--- src/rtl/map_table_ckpt_ctrl.sv ---
// Arbitrates rename / checkpoint save / checkpoint restore / ROB-walk revert
// traffic into the physical register map table and tracks live checkpoints.
module map_table_ckpt_ctrl #(
  parameter int MAP_TABLE_DEPTH = 4,
  parameter int ARCH_W          = 5,
  parameter int PHYS_W          = 7,
  parameter int ROB_W           = 5,
  parameter int COL_W           = $clog2(MAP_TABLE_DEPTH),
  parameter int CNT_W           = $clog2(MAP_TABLE_DEPTH)
) (
  input  logic              CLK,
  input  logic              nRST,
  input  logic              rename_req,
  input  logic [ARCH_W-1:0] rename_arch,
  input  logic [PHYS_W-1:0] rename_phys,
  input  logic              save_req,
  input  logic [ROB_W-1:0]  save_rob,
  input  logic              restore_req,
  input  logic              restore_failed,
  input  logic [ROB_W-1:0]  restore_rob,
  input  logic [COL_W-1:0]  restore_col,
  input  logic              revert_req,
  input  logic              revert_last,
  input  logic [ARCH_W-1:0] revert_arch,
  input  logic [PHYS_W-1:0] revert_safe,
  input  logic [PHYS_W-1:0] revert_spec,
  output logic              rename_ack,
  output logic              save_ack,
  output logic              restore_ack,
  output logic              revert_ack,
  output logic              mt_rename_valid,
  output logic              mt_save_valid,
  output logic              mt_restore_valid,
  output logic              mt_revert_valid,
  output logic [ARCH_W-1:0] mt_rename_arch,
  output logic [PHYS_W-1:0] mt_rename_phys,
  output logic [ROB_W-1:0]  mt_save_rob,
  output logic              mt_restore_failed,
  output logic [ROB_W-1:0]  mt_restore_rob,
  output logic [COL_W-1:0]  mt_restore_col,
  output logic [ARCH_W-1:0] mt_revert_arch,
  output logic [PHYS_W-1:0] mt_revert_safe,
  output logic [PHYS_W-1:0] mt_revert_spec,
  input  logic              mt_save_success,
  input  logic              mt_restore_success,
  output logic              restore_done,
  output logic              restore_ok,
  output logic              dispatch_stall,
  output logic              ckpt_full,
  output logic [CNT_W-1:0]  ckpt_count,
  output logic              err
);

  typedef enum logic [1:0] {NORMAL, REVERT, BUBBLE} state_t;

  localparam logic [CNT_W-1:0] CNT_MAX = CNT_W'(MAP_TABLE_DEPTH - 1);

  state_t           state_q, state_d;
  logic [CNT_W-1:0] count_q, count_d;
  logic             err_q, err_d;

  function automatic logic [CNT_W-1:0] sat_inc(input logic [CNT_W-1:0] v);
    return (v == CNT_MAX) ? v : v + 1'b1;
  endfunction

  function automatic logic [CNT_W-1:0] sat_dec(input logic [CNT_W-1:0] v);
    return (v == '0) ? v : v - 1'b1;
  endfunction

  always_ff @(posedge CLK or posedge nRST) begin
    if (nRST) begin
      state_q <= NORMAL;
      count_q <= '0;
      err_q   <= 1'b0;
    end else begin
      state_q <= state_d;
      count_q <= count_d;
      err_q   <= err_d;
    end
  end

  always_comb begin
    state_d      = state_q;
    count_d      = count_q;
    err_d        = err_q;
    rename_ack   = 1'b0;
    save_ack     = 1'b0;
    restore_ack  = 1'b0;
    revert_ack   = 1'b0;
    restore_done = 1'b0;
    restore_ok   = 1'b0;
    if (!nRST) begin
      unique case (state_q)
        NORMAL: begin
          if (revert_req) begin
            revert_ack = 1'b1;
            if (revert_last) count_d = '0;
            else             state_d = REVERT;
          end else if (restore_req) begin
            restore_ack  = 1'b1;
            restore_done = 1'b1;
            // A restore with no live checkpoint is a protocol error; never wrap.
            if (count_q == '0) begin
              err_d = 1'b1;
            end else if (!restore_failed) begin
              count_d    = sat_dec(count_q);
              restore_ok = mt_restore_success;
            end else if (mt_restore_success) begin
              count_d    = '0;
              state_d    = BUBBLE;
              restore_ok = 1'b1;
            end
          end else if (save_req && (count_q != CNT_MAX)) begin
            save_ack = 1'b1;
            if (mt_save_success) count_d = sat_inc(count_q);
            else                 err_d   = 1'b1;
          end else if (rename_req) begin
            rename_ack = 1'b1;
          end
        end
        REVERT: begin
          if (revert_req) begin
            revert_ack = 1'b1;
            if (revert_last) begin
              count_d = '0;
              state_d = NORMAL;
            end
          end
        end
        BUBBLE:  state_d = NORMAL;
        default: state_d = NORMAL;
      endcase
    end
  end

  assign mt_rename_valid  = rename_ack;
  assign mt_save_valid    = save_ack;
  assign mt_restore_valid = restore_ack;
  assign mt_revert_valid  = revert_ack;

  assign mt_rename_arch    = rename_arch;
  assign mt_rename_phys    = rename_phys;
  assign mt_save_rob       = save_rob;
  assign mt_restore_failed = restore_failed;
  assign mt_restore_rob    = restore_rob;
  assign mt_restore_col    = restore_col;
  assign mt_revert_arch    = revert_arch;
  assign mt_revert_safe    = revert_safe;
  assign mt_revert_spec    = revert_spec;

  assign ckpt_full  = (count_q == CNT_MAX);
  assign ckpt_count = count_q;
  assign err        = err_q;

  // Dispatch must hold whenever its rename/save cannot be accepted this cycle.
  assign dispatch_stall = !nRST && ((state_q != NORMAL) || (save_req && ckpt_full) ||
                          (save_req && (revert_ack || restore_ack)) ||
                          (rename_req && (revert_ack || restore_ack || save_ack)));

endmodule

--- config.mk ---
export PLATFORM = sky130hd
export DESIGN_NAME = map_table_ckpt_ctrl
export DESIGN_NICKNAME = d
export VERILOG_FILES = /design/src/rtl/map_table_ckpt_ctrl.sv
export SDC_FILE = /design/constraint.sdc
export NUM_CORES = 1
export LEC_CHECK = 0
export BUFFER_PORTS_ARGS = -buffer_cell sky130_fd_sc_hd__clkbuf_2
export CORE_ASPECT_RATIO = 1.5
export CORE_UTILIZATION = 23
export DETAILED_ROUTE_END_ITERATION = 6
export HOLD_SLACK_MARGIN = 0.1
export PLACE_DENSITY = 0.68
export SYNTH_ARGS = -nofsm -noshare
export SYNTH_HDL_FRONTEND = slang
export SYNTH_SLANG_ARGS = --single-unit
--- constraint.sdc ---
create_clock -name CLK -period 1.33 [get_ports CLK]
set_input_delay 0.1995 -clock CLK [delete_from_list [all_inputs] [get_ports CLK]]
set_output_delay 0.1995 -clock CLK [all_outputs]
set_load 0.02 [all_outputs]
==> impl_results.md <==
- Status: finished, violations left
- Failing checks: negative setup slack
- Share of the synthesized area in the top cell type: 49.3%
- Ant diodes: 0
- # DRC: 0
- GP Congestion: 0.862
- Layout Utilization: 31.0%
- Post-synthesis register bit count: 5
- Flop pwr share: between 20% and 30%
- Layout Nets: 149
- Clock Power Share: 35.4%
- WS Path Type: flop to output port
- Ports: roughly 110
- First-pass DRT Iterations: 5
- RSZ-0062 raised after global routing: true
- Logic pwr share: just over 40%
- Power density cells: slightly above 800 mW/mm^2
- CP arrival: 1.43 ns
- Worst vdd ir: 0.394 mV
- Gate Count Post-Synth: 94
- Synthesis Warnings: 0
- Antenna violations before repair: 0
- Int Pwr: about 0.54 mW
- Worst Tran Pin Value: 0.206 ns
- Most frequent cell after synthesis: buf_4
- Slew headroom: 86.2%
- Overall power: roughly 0.8 mW
- Die W: 48.5 um
- Post-Syn Area: around 750 um^2
- Setup crit end kind: output port
- Pleak: roughly 0.43 nW
- CP required: 1.13 ns
- Post-synth top flop: dfrtp_1
- Final Cycle Share: 123%
- # rows: 25
- Hold Vio Cnt, Final: 0
- Sequential cell area fraction in the yosys report: 16.8%
- GRT overflow: 0
- Setup WS pre-CTS: -0.112 ns
- Clock insertion delay at the later pin of the skew report: around 0.22 ns
- Synth Area in Adders: 3.36%
- Critical path launch point type: flop
- Max-slew violations: 0
- Die Height: 71.7 um
- P_sw: 0.259 mW
- Syn avg cell area: 7.93 um^2
- Initial Util: 23.8%
- Clock Tree Root: clkbuf_8
- Sw frac: between 30% and 40%
- Syn_nets: 149
- Filler cell count: approximately 340
- GRT Resource Usage Total: 11.9%
- Clock skew: about 0.00027 ns
- Fin Hold WS: 0.300 ns
- Vias per cell: 4.39
- Clock Tree Buf Depth: 2
- Tmin final: 1.63 ns
- Share of cells above drive strength 1: 71.0%
- H-tree depth: 1
- CTS buffer count: 3
- Largest net degree at the start of global routing: 7
- Yosys cell types: 22
- Setup TNS: -2.68 ns
- P&R area growth vs syn: 29.9%
- Iteration-0 DRC Markers: 11
- Core Footprint: 0.00313 mm^2
- Global-route wire length before repair: between 3 and 4 mm
- Area contributors post-synth: buf_4, dfrtp_1, nand2_1
- Hold crit path type: input pin to flop
- Crit-path max FO: 3
- Clk sinks: 5
- Post-synth top cells: buf_4, nand2_1, dfrtp_1, nor3_1
- Final setup viols: 15
- Area leader, netlist: buf_4
- Routed WL: 1.97 mm
- Main combinational cell family by area after synthesis: buffers and inverters
- # port buffers: 25
- DR WL/cell: roughly 15 um
- Async SR Flop Fraction: 100%
- Final worst setup slack: -0.303 ns
- Number of max-cap violations: 0
- XOR/XNOR Fraction of Synth Area: 0%
- Post-synthesis compound-gate area fraction: 11.1%
- Detail Placement HPWL: 1.58 mm
- CTS tree: done
- Final ANT Viol Nets: 0
- FMAX: 612 MHz
- Number of synthesized flops with an enable pin: 0
- Via Count: around 580
- Simple-Gate Fraction of Synth Area: 13.8%
- Die area: around 0.0035 mm^2
- Post-synthesis mux area share: approximately 2.7%
- Vias in the first global route: a little over 600
- Clock transition at path regs: ~0.04 ns
## flip-flops by register name, summed over array words and instances (netlist names)
signal and count:
ckpt_count 2, state_q 2, err 1
## path summary, 6_finish.rpt
check	from	endpoint	slack, ns	cells past startpoint
max in group asynchronous	nRST	ckpt_count[1]	0.67	4
hold reg to reg	err	err	0.47	1
setup / recovery	ckpt_count[1]	dispatch_stall	-0.30	5
setup reg to reg	ckpt_count[1]	ckpt_count[1]	-0.20	7
hold / removal	revert_last	ckpt_count[0]	0.30	4
min in group asynchronous	nRST	state_q[1]	0.54	4
## layer usage
metal	wire, um	GRT usage [%]	share of wire (%)	vias to the layer above
met5	0	0	0	-
met4	144	15.0	7.3	0
met3	301	4.88	15	32
met2	976	20.3	50	36
met1	542	9.09	28	261
li1	-	-	-	255
## cell usage in the layout (no fill, tap or decap), drive strengths merged, types with 2 or more instances in the layout
cell type / instances
buf: 25
nor3: 5
inv: 6
dfrtp: 5
nor2: 2
ha: 2
nand2: 7
mux2i: 2
a21oi: 5
clkbuf: 22
## power groups by stage
| stage | Sequential [mW] | Clock (mW) | Combinational, mW |
|---|---|---|---|
| after floorplan | 0.201 | 0 | 0.328 |
| after global placement | 0.186 | 0 | 0.247 |
| after detailed placement | 0.188 | 0 | 0.253 |
| after CTS | 0.185 | 0.290 | 0.322 |
| after global routing | 0.187 | 0.304 | 0.355 |
| final | 0.185 | 0.284 | 0.332 |
## metrics by stage
| step | cells | cell area, um^2 |
|---|---|---|
| after CTS | 133 | 943 |
| final | 133 | 968 |
| after global placement | 121 | 733 |
| after global routing | 133 | 968 |
| after floorplan | 94 | 851 |
| after detailed placement | 121 | 733 |
## logic make-up after synthesis
family,after synthesis
fa+ha+maj,2
mux,2
compound gates,11
buf+inv,55
flops,5
simple gates,19
## final cells by class
| class | instances | area, um^2 | share of cell area [%] |
|---|---|---|---|
| Multi-Input combinational cell | 34 | 347 | 35.8 |
| Sequential cell | 5 | 128 | 13.2 |
| Tap cell | 40 | 50.0 | 5.17 |
| Timing Repair Buffer | 44 | 374 | 38.6 |
| Inverter | 6 | 25.0 | 2.58 |
| Clock buffer | 4 | 45.0 | 4.65 |
## timing repair
action | in CTS | in global routing
pin swaps | 10 | 4
endpoints found under the hold margin | 5 | 0
endpoints found under the setup margin | 13 | 15
hold buffers | 1 | 0
buffers inserted | 9 | 1
resized for setup | 24 | 14
## worst max-delay path, cell delays in order (launching register included)
cell and delay (ns):
dfrtp_2 0.42, ha_4 0.17, o21a_1 0.18, o32ai_2 0.21
a21oi_2 0.07, buf_2 0.16
Note: power is estimated with default switching activity, not from simulation.
